--- src/rtl/fetch_pkg.sv ---
// Shared types for the instruction-fetch stage.
package fetch_pkg;

   typedef struct packed {
      logic [31:2] pc;
      logic [31:0] instr;
   } fetch_entry_t;

   localparam logic [31:0] NOP_INSTR = 32'h0;

endpackage

--- src/rtl/fetch_fifo.sv ---
// Small fetch buffer: circular storage with head/tail pointers, count and synchronous flush.
module fetch_fifo
   import fetch_pkg::*;
#(
   parameter int unsigned DEPTH = 2,
   parameter type entry_t = fetch_entry_t
) (
   input  logic   clk,
   input  logic   reset_n,
   input  logic   flush,
   input  logic   push,
   input  logic   pop,
   input  entry_t wdata,
   output entry_t rdata,
   output logic   empty,
   output logic   full
);

   localparam int unsigned AW = $clog2(DEPTH);
   localparam int unsigned CW = $clog2(DEPTH + 1);

   entry_t          mem [DEPTH];
   logic [AW-1:0]   head_q, head_d;
   logic [AW-1:0]   tail_q, tail_d;
   logic [CW-1:0]   count_q, count_d;

   // Pointers wrap naturally because DEPTH is a power of two.
   always_comb begin
      head_d  = head_q;
      tail_d  = tail_q;
      count_d = count_q;
      if (flush) begin
         head_d  = '0;
         tail_d  = '0;
         count_d = '0;
      end else begin
         if (push) tail_d = tail_q + 1'b1;
         if (pop)  head_d = head_q + 1'b1;
         unique case ({push, pop})
            2'b10:   count_d = count_q + 1'b1;
            2'b01:   count_d = count_q - 1'b1;
            default: count_d = count_q;
         endcase
      end
   end

   always_ff @(posedge clk or negedge reset_n) begin
      if (!reset_n) begin
         head_q  <= '0;
         tail_q  <= '0;
         count_q <= '0;
      end else begin
         head_q  <= head_d;
         tail_q  <= tail_d;
         count_q <= count_d;
      end
   end

   // When full, push and pop share the head slot; the read below still sees the old entry.
   always_ff @(posedge clk) begin
      if (push && !flush) mem[tail_q] <= wdata;
   end

   assign rdata = mem[head_q];
   assign empty = (count_q == '0);
   assign full  = (count_q == CW'(DEPTH));

endmodule

--- src/rtl/fetch_unit.sv ---
// Instruction-fetch stage: owns the PC, drives the instruction memory and buffers {pc, instr}.
module fetch_unit
   import fetch_pkg::*;
#(
   parameter logic [31:0] RESET_PC = 32'h0040_0000,
   parameter int unsigned DEPTH    = 2
) (
   input  logic        clk,
   input  logic        reset_n,
   output logic [29:0] imem_pc,
   input  logic [31:0] imem_instr,
   input  logic        redirect_valid,
   input  logic [29:0] redirect_pc,
   output logic        out_valid,
   input  logic        out_ready,
   output logic [29:0] out_pc,
   output logic [31:0] out_instr
);

   logic [29:0]  fetch_pc_q, fetch_pc_d;
   logic         push, pop;
   logic         empty, full;
   fetch_entry_t wdata, head;

   assign out_valid = ~empty;
   assign pop       = out_valid & out_ready;
   // Redirect wins over push; a pop frees a slot in the same cycle even when full.
   assign push      = ~redirect_valid & (~full | pop);

   assign wdata = '{pc: fetch_pc_q, instr: imem_instr};

   always_comb begin
      fetch_pc_d = fetch_pc_q;
      if (redirect_valid) begin
         fetch_pc_d = redirect_pc;
      end else if (push) begin
         fetch_pc_d = fetch_pc_q + 30'd1;
      end
   end

   always_ff @(posedge clk or negedge reset_n) begin
      if (!reset_n) begin
         fetch_pc_q <= RESET_PC[31:2];
      end else begin
         fetch_pc_q <= fetch_pc_d;
      end
   end

   fetch_fifo #(
      .DEPTH   (DEPTH),
      .entry_t (fetch_entry_t)
   ) u_fifo (
      .clk     (clk),
      .reset_n (reset_n),
      .flush   (redirect_valid),
      .push    (push),
      .pop     (pop),
      .wdata   (wdata),
      .rdata   (head),
      .empty   (empty),
      .full    (full)
   );

   assign imem_pc   = fetch_pc_q;
   assign out_pc    = out_valid ? head.pc    : 30'd0;
   assign out_instr = out_valid ? head.instr : NOP_INSTR;

endmodule
--- config.mk ---
export PLATFORM = sky130hd
export DESIGN_NAME = fetch_unit
export DESIGN_NICKNAME = d
export VERILOG_FILES = /design/src/rtl/fetch_pkg.sv /design/src/rtl/fetch_fifo.sv /design/src/rtl/fetch_unit.sv
export SDC_FILE = /design/constraint.sdc
export NUM_CORES = 1
export LEC_CHECK = 0
export CAP_MARGIN = 0
export CORE_UTILIZATION = 46
export DETAILED_ROUTE_END_ITERATION = 7
export GPL_TIMING_DRIVEN = 1
export PLACE_DENSITY = 0.83
export SYNTH_ARGS = -nofsm -noshare
export SYNTH_HDL_FRONTEND = slang
export SYNTH_HIERARCHICAL = 1
export SYNTH_SLANG_ARGS = --single-unit
--- constraint.sdc ---
create_clock -name clk -period 6.1 [get_ports clk]
set_input_delay 0.61 -clock clk [delete_from_list [all_inputs] [get_ports clk]]
set_output_delay 0.61 -clock clk [all_outputs]
set_load 0.02 [all_outputs]
* After elaboration in Yosys (flattened, before gate mapping) *
Memories as Yosys holds them, arrays and structs flattened.
Index checks and enable logic that the tools add are counted.

storage, ports and cells
  logic and storage cells = 37
  bits of input ports = 66
  RAM bits = 124
  bits in registers = 34
  memories kept = 1
  output and inout bits = 93

operators by class
  bitwise logic cells = 6
  reductions and logical operators = 6
  equal/unequal tests = 3
  multiplexer cells = 12
  add/subtract/negate cells = 5

memory list
  memory      words  width  read ports  clocked after Yosys merged registers in  wr ports  RTL line          text
  u_fifo.mem  2      62     1           0                                        1         fetch_fifo.sv:22  entry_t mem [DEPTH];

operators by type and width
  operator                                                            count
  30-bit two-way mux                                                  3
  32-bit two-way mux                                                  1
  30-bit by 1-bit adder with 30-bit output, second input constant     1
  1-bit two-way mux                                                   6
  2-bit == test, second input constant                                2
  2-bit one-hot mux with 2 select lines                               1
  2-bit nonzero test                                                  2
  1-bit NOT                                                           3
  3-bit nonzero test                                                  1
  1-bit adder, second input constant                                  2
  2-bit by 1-bit adder with 2-bit output, second input constant       1
  1-bit bitwise AND                                                   2
  2-bit by 1-bit == test with 1-bit output, second input constant     1
  2-bit zero test                                                     1
  2-bit two-way mux                                                   1
  2-bit by 1-bit subtractor with 2-bit output, second input constant  1
  1-bit logical AND                                                   1
  1-bit zero test                                                     1
  1-bit bitwise OR                                                    1

* Longest topological paths before layout *
Gate-level depths: netlist of run 1.

  depth after elaboration = 8
  mapped depth = 8
  mapped depth without buffers = 6

* By module *
The synthesis of run 1 kept the hierarchy.

by module, submodules not included
  module      instances  seq. area each (sq um)  cells an instance  area each (sq um)
  fetch_fifo  1          3823.7                  214                4988.5
  fetch_unit  1          752.0                   276                2228.4

* Worst setup path after synthesis of run 1 *
OpenSTA, ideal clock, no wires.

  path kind = input port to flip-flop
  start = input redirect_valid
  end = memory u_fifo/mem[0][0] (netlist name), enable pin
  data required time = 5528 ps
  path slack = -361 ps
  stages = 4
  data arrival time = 5889 ps
  path buffers = 2
  setup time = 572 ps
  cell sequence = clkbuf_1 clkbuf_1 a21oi_1 nor3b_1

between the ends
  word-level cells in the longest chain between the ends = 5
  elaborated cells between the ends (all ways) = 6
  classes of those cells = 2 x mux; 2 x bitwise; 2 x reduce/logical

ends and longest elaborated chain
  element                                  RTL line          text
  start: declaration                       fetch_unit.sv:12  input logic redirect_valid,
  1-bit NOT                                fetch_unit.sv:28  assign push = ~redirect_valid & (~full | pop);
  1-bit bitwise AND                        fetch_unit.sv:28
  named net push                           fetch_unit.sv:21  logic push, pop;
  1-bit logical AND                        fetch_fifo.sv:61  if (push && !flush) mem[tail_q] <= wdata;
  1-bit two-way mux                        fetch_fifo.sv:61
  1-bit two-way mux (implied by the code)  fetch_fifo.sv:61
  end: declaration                         fetch_fifo.sv:22

The timed path passes the listed nets, and every way through them passes these cells.

==> results of run 1 <==
cells by family (layout without fill, tap and decap cells):
family,Yosys count,after routing,synth area share (%)
AO/OA/AOI/OAI,61,61,5.63
XOR/XNOR,11,11,1.33
adder cells (fa/ha/maj),1,1,0.173
buffers and inverters,35,201,3.50
flip-flops,158,158,63.4
multiplexers,63,63,12.9
AND/OR/NAND/NOR,161,161,13.1
metal layers:
metal | GRT usage, % | share of wire, % | routed length (um)
met1 | 22.7 | 42 | 6040
met2 | 32.1 | 51 | 7490
met3 | 4.02 | 4.9 | 717
met4 | 7.70 | 2.1 | 308
met5 | 0 | 0 | 0
flip-flops by register name (all words and copies together) (netlist names):
| signal | count |
|---|---|
| u_fifo/tail_q | 1 |
| u_fifo/count_q | 2 |
| u_fifo/head_q | 1 |
| u_fifo/mem | 124 |
| imem_pc | 30 |
how the worst max path moves through the flow:
stage,end,slack [ns],cells past startpoint
5_1_grt,out_pc[18],2.61,3
3_5_place_dp,u_fifo/mem[0][25]$_DFFE_PP_,2.45,4
6_report,out_pc[11],2.71,3
2_1_floorplan,u_fifo/mem[0][0]$_DFFE_PP_,1.85,4
3_3_place_gp,u_fifo/mem[0][24]$_DFFE_PP_,2.60,4
4_1_cts,out_pc[11],2.65,3
cell usage in the layout (no fill, tap or decap), drive strengths merged, types with 2 or more instances in the layout:
master | Yosys | routed
clkdlybuf4s50 | 0 | 158
edfxtp | 124 | 124
nor2b | 63 | 63
mux2 | 62 | 62
dfrtp | 33 | 33
clkbuf | 18 | 24
nor2 | 22 | 22
nand2 | 21 | 21
a31oi | 18 | 18
or4 | 17 | 17
o31ai | 15 | 15
o21ai | 13 | 13
nand3 | 12 | 12
xnor2 | 10 | 10
inv | 7 | 10
nand4 | 6 | 6
a211oi | 4 | 4
and4 | 4 | 4
buf | 10 | 4
clkinv | 0 | 4
a21oi | 3 | 3
and3 | 3 | 3
nor3b | 3 | 3
a2111o | 2 | 2
or3 | 2 | 2
o211ai | 2 | 2
a2111oi | 2 | 2
and2 | 2 | 2
nor3 | 2 | 2
and3b | 2 | 2
per-stage QoR:
| stage | cell area [sq um] | setup WS (ns) | power [mW] | cells | hold WS (ns) |
|---|---|---|---|---|---|
| after CTS | 9430 | 2.65 | 3.29 | 867 | 0.556 |
| after floorplan | 7220 | 1.85 | 1.96 | 490 | 0.314 |
| after detailed placement | 8890 | 2.45 | 2.33 | 835 | 0.540 |
| final | 9430 | 2.71 | 3.25 | 867 | 0.570 |
| after global placement | 8890 | 2.60 | 2.31 | 835 | 0.536 |
| after global routing | 9430 | 2.61 | 3.40 | 867 | 0.575 |
power groups by stage:
| stage | clock network, mW | registers (mW) | logic (mW) |
|---|---|---|---|
| 2_1_floorplan | 0 | 1.36 | 0.604 |
| 3_3_place_gp | 0 | 1.40 | 0.913 |
| 3_5_place_dp | 0 | 1.41 | 0.928 |
| 4_1_cts | 0.970 | 1.39 | 0.932 |
| 5_1_grt | 1.02 | 1.40 | 0.984 |
| 6_report | 0.953 | 1.38 | 0.919 |
layout make-up:
type	count	area share (%)
sequential	158	48.6
clock inverter	8	0.597
inverter	7	0.279
multi-input combinational	297	25.5
clock buffer	24	5.12
tap	211	2.80
timing repair buffer	162	17.1
worst reg2reg max path: cells and delay by family (launching register included):
| kind | cells | cell delay (ns) |
|---|---|---|
| compound gates | 1 | 0.46 |
| buf+inv | 1 | 0.68 |
| simple gates | 3 | 0.54 |
| flops | 1 | 0.47 |
==> results.sh, run 1 <==
export IMPL_grt_pass1_vias=4575
export IMPL_fin_crit_ns=3.39
export IMPL_synth_avg_cell_area_sq_um=14.7
export IMPL_crit_slowest_cell="dfrtp_4"
export IMPL_synth_common_cells="edfxtp_1 (124), nor2b_1 (63), mux2_4 (59)"
export IMPL_yosysMostFrequentCell="edfxtp_1"
export IMPL_slew_violations=0
export IMPL_clock_power_share_pct=29.3
export IMPL_cp_end_kind="output port"
export IMPL_period_share_pct=55.5
export IMPL_wl_um=14600
export IMPL_p_leak_nw=3.32
export IMPL_switching_share_pct=28.9
export IMPL_fillers=1146
export IMPL_placementRows=45
export IMPL_setup_tns_ns=0
export IMPL_ys_seq_area_share_pct=63.4
export IMPL_vias=4514
export IMPL_reg2reg_slack_ns=3.54
export IMPL_postSynthCellCount=490
export IMPL_setup_viol=0
export IMPL_drt_pass1_iterations=4
export IMPL_max_slew_margin_pct=18.7
export IMPL_min_from="imem_pc[29]$_DFFE_PN0P_"
export IMPL_grt_overflow_total=0
export IMPL_die_w_um=127
export IMPL_n_antenna_cell=0
export IMPL_synth_edf_count=124
export IMPL_wl_per_cell_um=16.8
export IMPL_multi_input_area_sq_mm=0.00241
export IMPL_crit_chain="mux2_4 > nor2b_1 > clkdlybuf4s50_1"
export IMPL_antenna_found_initial=0
export IMPL_postRouteAntennaNets=0
export IMPL_viasPerCell=5.21
export IMPL_yosysUniqueCellTypes=42
export IMPL_cts_setup_buffers=0
export IMPL_holdBufCountCts=0
export IMPL_hold_violations=0
export IMPL_cts_tree="done"
export IMPL_async_flop_share_pct=21.5
export IMPL_htree_levels=4
export IMPL_yosysWarnings=6
export IMPL_yosysTopAreaCell="edfxtp_1"
export IMPL_rsz0062_at_grt="no"
export IMPL_drtIter0Drc=261
export IMPL_maxCapViolations=0
export IMPL_fin_util_pct=61.8
export IMPL_grt_usage_pct=18.6
export IMPL_fmax_ghz=0.295
export IMPL_skew_ns=0.00864
export IMPL_dieHeight_um=127
export IMPL_worstPathMaxFanout=63
export IMPL_worstSetupStartpoint="u_fifo/head_q$_DFFE_PN0P_"
export IMPL_hp_class="flip-flop to flip-flop"
export IMPL_core_sq_mm=0.0153
export IMPL_io_pins=159
export IMPL_switchingPower_mw=0.941
export IMPL_cts_repair_resized=0
export IMPL_grt_start_max_net_pins=64
export IMPL_reg2reg_from="u_fifo/count_q[0]$_DFFE_PN0P_"
export IMPL_dp_hpwl_um=9590
export IMPL_place_congestion=0.803
export IMPL_cts_root_buf="clkbuf_16"
export IMPL_critPathBufInv=1
export IMPL_clk_latency_ns=0.41
export IMPL_start_util_pct=47.3
export IMPL_status="complete, no violations"
export IMPL_worstPathRequired_ns=5.49
export IMPL_crit_path_start_kind="flip-flop"
export IMPL_path_delay_family="flip-flops"
export IMPL_final_layout_size_suffix_gt1_share_pct=15.4
export IMPL_ff_latch_area_sq_mm=0.00458
export IMPL_cts_buffers=17
export IMPL_reg2regPathDepth=5
export IMPL_max_stage_delay_ns=1.18
export IMPL_vdd_drop_max_uv=195
export IMPL_syn_cell_area_sq_mm=0.00722
export IMPL_area_delta_synth_final_pct=30.7
export IMPL_clkSlewWorstSetupHoldPaths_ns=0.06
export IMPL_ys_ff_latch=158
export IMPL_synth_top_area_share_pct=51.6
export IMPL_grt_pass1_wl_um=22800
export IMPL_power_density_mw_per_mm2=345
export IMPL_drc_errors=0
export IMPL_hold_depth=0
export IMPL_clockBufferDepth=2
export IMPL_internal_power_mw=2.31
export IMPL_worstPathArrival_ns=2.78
export IMPL_combPwrFrac_pct=28.2
export IMPL_synth_fp_nets=557
export IMPL_tightest_slew_ns=1.19
export IMPL_clock_sinks=158
export IMPL_synthFlopType="edfxtp_1"
export IMPL_synth_area_top_cells="edfxtp_1 (52%), mux2_4 (12%), dfrtp_1 (11%), nor2b_1 (5.5%), or4_1 (1.8%)"
export IMPL_seq_power_share_pct=42.5
export IMPL_fin_nets=710
export IMPL_r2r_end="u_fifo/mem[0][15]$_DFFE_PP_"
export IMPL_port_buffers=158
export IMPL_path_class="flip-flop to output port"
export IMPL_die_area_sq_mm=0.0162
export IMPL_whs_endpoint="u_fifo/mem[1][61]$_DFFE_PP_"
Power figures use the tool's default switching activity.
==> inputs of run 2 (changes only) <==
==> constraint.sdc (replaced) <==
create_clock -name clk -period 2.8 [get_ports clk]
set_input_delay 0.28 -clock clk [delete_from_list [all_inputs] [get_ports clk]]
set_output_delay 0.28 -clock clk [all_outputs]
set_load 0.02 [all_outputs]
==> results.sh, run 2 (synthesis results as in run 1) <==
export IMPL_die_w_um=127
export IMPL_grt_overflow_total=0
export IMPL_total_power_mw=7.26
export IMPL_power_density_mw_per_mm2=759
export IMPL_hp_class="input port to async pin"
export IMPL_fmax_ghz=0.390
export IMPL_grt_start_max_net_pins=64
export IMPL_crit_path_start_kind="flip-flop"
export IMPL_grt_pass1_wl_um=22700
export IMPL_setup_viol=0
export IMPL_holdBufCountCts=0
export IMPL_final_area_sq_mm=0.00956
export IMPL_viasPerCell=5.25
export IMPL_cts_root_buf="clkbuf_16"
export IMPL_maxCapViolations=0
export IMPL_cts_repair_resized=0
export IMPL_dp_cells=842
export IMPL_vias=4588
export IMPL_drt_pass1_iterations=4
export IMPL_drc_errors=0
export IMPL_tightest_slew_ns=0.828
export IMPL_fin_crit_ns=2.57
export IMPL_worstPathRequired_ns=2.52
export IMPL_clockBufferDepth=2
export IMPL_stdcell_count=874
export IMPL_cts_setup_buffers=0
export IMPL_worstPathArrival_ns=2.29
export IMPL_max_slew_margin_pct=44.7
export IMPL_antenna_found_initial=0
export IMPL_place_congestion=0.772
export IMPL_area_delta_synth_final_pct=32.5
export IMPL_wl_per_cell_um=17.0
export IMPL_final_common_cell="clkdlybuf4s50_1"
export IMPL_dieHeight_um=127
export IMPL_top_layer="met4"
export IMPL_path_class="flip-flop to output port"
export IMPL_final_layout_size_suffix_gt1_share_pct=16.7
export IMPL_cts_tree="done"
export IMPL_clk_latency_ns=0.42
export IMPL_final_cell_mix="clkdlybuf4s50_1 (158), edfxtp_1 (124), nor2b_1 (63)"
export IMPL_wl_met2_um=7540
export IMPL_skew_ns=0.0101
export IMPL_period_share_pct=91.7
export IMPL_grt_pass1_vias=4501
export IMPL_n_antenna_cell=0
export IMPL_cp_end_kind="output port"
export IMPL_htree_levels=4
export IMPL_cts_buffers=17
export IMPL_p_leak_nw=3.37
export IMPL_slew_violations=0
export IMPL_fin_nets=717
export IMPL_rsz0062_at_grt="no"
export IMPL_wl_um=14800
export IMPL_clkSlewWorstSetupHoldPaths_ns=0.06
export IMPL_hold_violations=0
export IMPL_drtIter0Drc=311
export IMPL_placementRows=45
export IMPL_met3_length_um=730
export IMPL_start_util_pct=47.3
export IMPL_port_buffers=158
export IMPL_postRouteAntennaNets=0
export IMPL_dp_hpwl_um=9980
export IMPL_clock_sinks=158
export IMPL_wl_met1_um=6200
export IMPL_dpl_cell_area_sq_mm=0.00899
export IMPL_io_pins=159
export IMPL_die_area_sq_mm=0.0162
export IMPL_grt_usage_pct=18.7
export IMPL_vdd_drop_max_uv=464
export IMPL_largest_reg_flops=124
export IMPL_max_flop_register="u_fifo/mem"
export IMPL_status="complete, no violations"
export IMPL_core_sq_mm=0.0153
export IMPL_worstPathMaxFanout=63
run 2: critical path, cell delays in order, from the launching register on:
cell and delay [ns]:
dfrtp_1 0.46, nor2_4 0.11, buf_4 0.55, nor2b_1 0.14, clkdlybuf4s50_1 0.58
run 2: layout make-up:
cell class              instances  area, sq um
clock buffers                  18          429
clock inverters                14          141
fillers                      1105         5700
inverters                       7         26.3
multi-input cells             297         2420
flip-flops and latches        158         4580
well taps                     211          264
repair buffers                169         1700
run 2: worst paths after layout:
check                                         startpoint                        end  slack (ns)  cells after the start
setup / recovery           u_fifo/count_q[0]$_DFFE_PN0P_                 out_pc[26]        0.23                      4
hold reg to reg                  imem_pc[20]$_DFFE_PN1P_    imem_pc[20]$_DFFE_PN1P_        0.58                      2
setup reg to reg           u_fifo/count_q[0]$_DFFE_PN0P_    imem_pc[21]$_DFFE_PN0P_        0.53                      5
min in group clk                         redirect_pc[20]    imem_pc[20]$_DFFE_PN1P_        0.40                      3
max in group asynchronous                        reset_n  u_fifo/head_q$_DFFE_PN0P_        2.17                      2
hold / removal                                   reset_n    imem_pc[25]$_DFFE_PN0P_        0.28                      2
run 2: per-layer routing:
layer,GRT usage [%],up-vias
li1,-,2162
met1,22.8,2222
met2,31.7,178
met3,4.44,26
met4,8.61,0
met5,0,-
run 2: report_power, final:
part / internal [mW] / switching (mW)
sequential: 2.75 / 0.146
clock: 1.31 / 0.893
combinational: 1.09 / 1.07
run 2: per-stage QoR:
stage	hold WS, ns	setup TNS, ns	util (%)	setup slack (ns)
floorplan	-0.0156	-19.35	-	-0.312
global placement	0.530	0	58.9	0.392
detailed placement	0.562	0	58.9	0.327
CTS	0.284	0	62.7	0.176
global route	0.318	0	62.7	0.0692
finish	0.279	0	62.7	0.234
==> inputs of run 3 (changes only) <==
--- a/config.mk
+++ b/config.mk
@@ -6,10 +6,12 @@
 export NUM_CORES = 1
 export LEC_CHECK = 0
 export CAP_MARGIN = 0
-export CORE_UTILIZATION = 46
+export CORE_UTILIZATION = 47
+export CTS_BUF_LIST = sky130_fd_sc_hd__clkbuf_4 sky130_fd_sc_hd__clkbuf_8
+export CTS_CLUSTER_SIZE = 24
 export DETAILED_ROUTE_END_ITERATION = 7
 export GPL_TIMING_DRIVEN = 1
-export PLACE_DENSITY = 0.83
+export PLACE_DENSITY = 0.84
 export SYNTH_ARGS = -nofsm -noshare
 export SYNTH_HDL_FRONTEND = slang
 export SYNTH_HIERARCHICAL = 1
==> results.sh, run 3 (synthesis results as in run 1) <==
export IMPL_maxCapViolations=0
export IMPL_drt_pass1_iterations=4
export IMPL_die_w_um=126
export IMPL_fin_util_pct=63.4
export IMPL_worstPathMaxFanout=18
export IMPL_ff_latch_area_sq_mm=0.00458
export IMPL_drc_errors=0
export IMPL_postRouteAntennaNets=0
export IMPL_combPwrFrac_pct=31.4
export IMPL_period_share_pct=94.4
export IMPL_fin_nets=718
export IMPL_die_area_sq_mm=0.0159
export IMPL_wl_met2_um=7380
export IMPL_clk_latency_ns=0.46
export IMPL_tightest_slew_ns=0.840
export IMPL_max_stage_delay_ns=0.56
export IMPL_fillers=1091
export IMPL_total_power_mw=6.78
export IMPL_met3_length_um=808
export IMPL_clkSlewWorstSetupHoldPaths_ns=0.08
export IMPL_wl_met1_um=5970
export IMPL_final_layout_size_suffix_gt1_share_pct=17.3
export IMPL_grt_usage_pct=19.3
export IMPL_dp_cells=816
export IMPL_path_class="flip-flop to output port"
export IMPL_dpl_cell_area_sq_mm=0.00894
export IMPL_p_leak_nw=3.31
export IMPL_multi_input_area_sq_mm=0.00242
export IMPL_crit_chain="buf_4 > mux2_2 > nor2b_1 > clkdlybuf4s50_1"
export IMPL_cts_tree="done"
export IMPL_stdcell_count=848
export IMPL_power_density_mw_per_mm2=724
export IMPL_rsz0062_at_grt="no"
export IMPL_cts_root_buf="clkbuf_8"
export IMPL_dp_hpwl_um=9920
export IMPL_drtIter0Drc=397
export IMPL_internal_power_mw=4.78
export IMPL_grt_overflow_total=0
export IMPL_final_area_sq_mm=0.00936
export IMPL_place_congestion=0.783
export IMPL_critPathBufInv=2
export IMPL_final_common_cell="clkdlybuf4s50_1"
export IMPL_cp_end_kind="output port"
export IMPL_holdBufCountCts=0
export IMPL_grt_start_max_net_pins=64
export IMPL_switchingPower_mw=2.00
export IMPL_placementRows=44
export IMPL_grt_pass1_vias=4519
export IMPL_viasPerCell=5.38
export IMPL_grt_pass1_wl_um=23200
export IMPL_top_layer="met4"
export IMPL_vias=4561
export IMPL_clock_power_share_pct=25.8
export IMPL_crit_path_start_kind="flip-flop"
export IMPL_antenna_found_initial=0
export IMPL_largest_reg_flops=124
export IMPL_skew_ns=0.00985
export IMPL_status="complete, no violations"
export IMPL_final_cell_mix="clkdlybuf4s50_1 (158), edfxtp_1 (124), nor2b_1 (63)"
export IMPL_area_delta_synth_final_pct=29.6
export IMPL_htree_levels=4
export IMPL_hold_violations=0
export IMPL_io_pins=159
export IMPL_hp_class="input port to async pin"
export IMPL_pre_cts_ws_ns=0.324
export IMPL_seq_power_share_pct=42.8
export IMPL_worstPathArrival_ns=2.36
export IMPL_vdd_drop_max_uv=328
export IMPL_core_sq_mm=0.0148
export IMPL_clockBufferDepth=2
export IMPL_max_slew_margin_pct=43.9
export IMPL_port_buffers=158
export IMPL_cts_setup_buffers=0
export IMPL_cts_buffers=17
export IMPL_max_flop_register="u_fifo/mem"
export IMPL_clock_sinks=158
export IMPL_fmax_ghz=0.378
export IMPL_setup_viol=0
export IMPL_slew_violations=0
export IMPL_path_delay_family="buffers and inverters"
export IMPL_wl_per_cell_um=17.1
export IMPL_dieHeight_um=126
export IMPL_switching_share_pct=29.5
export IMPL_crit_slowest_cell="clkdlybuf4s50_1"
export IMPL_cts_repair_resized=0
export IMPL_worstPathRequired_ns=2.52
export IMPL_start_util_pct=48.9
export IMPL_n_antenna_cell=0
export IMPL_fin_ws_ns=0.156
export IMPL_wl_um=14500
export IMPL_fin_crit_ns=2.64
==> run 3: cell count changes in the layout (fill, tap and decap cells not counted), sizes merged <==
cell,delta
clkinvlp,-3
clkbuf,+4
inv,-2
buf,+1
bufinv,+1
==> run 3: path summary, 6_finish.rpt <==
kind / startpoint / endpoint / slack, ns / cells after the start
setup / recovery: u_fifo/head_q$_DFFE_PN0P_ / out_pc[22] / 0.16 / 4
hold reg to reg: imem_pc[20]$_DFFE_PN1P_ / imem_pc[20]$_DFFE_PN1P_ / 0.56 / 2
setup reg to reg: u_fifo/count_q[1]$_DFFE_PN0P_ / imem_pc[23]$_DFFE_PN0P_ / 0.53 / 4
min in group clk: redirect_pc[20] / imem_pc[20]$_DFFE_PN1P_ / 0.38 / 3
hold / removal: reset_n / imem_pc[25]$_DFFE_PN0P_ / 0.24 / 2
max in group asynchronous: reset_n / u_fifo/head_q$_DFFE_PN0P_ / 2.20 / 2
==> run 3: through the flow <==
stage	hold WS [ns]	setup TNS, ns
floorplan	-0.0156	-19.35
global placement	0.523	0
detailed placement	0.535	0
CTS	0.232	0
global route	0.268	0
finish	0.244	0
==> run 3: power groups by stage <==
stage | clock network, mW | logic [mW] | registers [mW]
after floorplan | 0 | 1.33 | 2.95
after global placement | 0 | 2.12 | 2.93
after detailed placement | 0 | 2.16 | 2.95
after CTS | 1.79 | 2.16 | 2.90
after global routing | 1.88 | 2.27 | 2.92
final | 1.75 | 2.13 | 2.90
==> run 3: per-layer routing <==
| metal | vias up | global-route usage (%) |
|---|---|---|
| met5 | - | 0 |
| met4 | 0 | 9.99 |
| met3 | 33 | 4.63 |
| met2 | 187 | 31.8 |
| met1 | 2185 | 23.7 |
| li1 | 2156 | - |
==> run 3: area by class of cell <==
class | count | share of cell area (%)
flip-flops and latches | 158 | 49.0
multi-input cells | 297 | 25.9
repair buffers | 170 | 18.0
clock buffers | 22 | 2.97
well taps | 184 | 2.46
clock inverters | 10 | 1.47
inverters | 7 | 0.281
==> run 3: worst register-to-register path: stages (launching register included) <==
cell      delay, ns
dfrtp_1        0.44
nor2b_1        0.30
a2111o_1       0.67
or4_1          0.60
a31oi_1        0.19
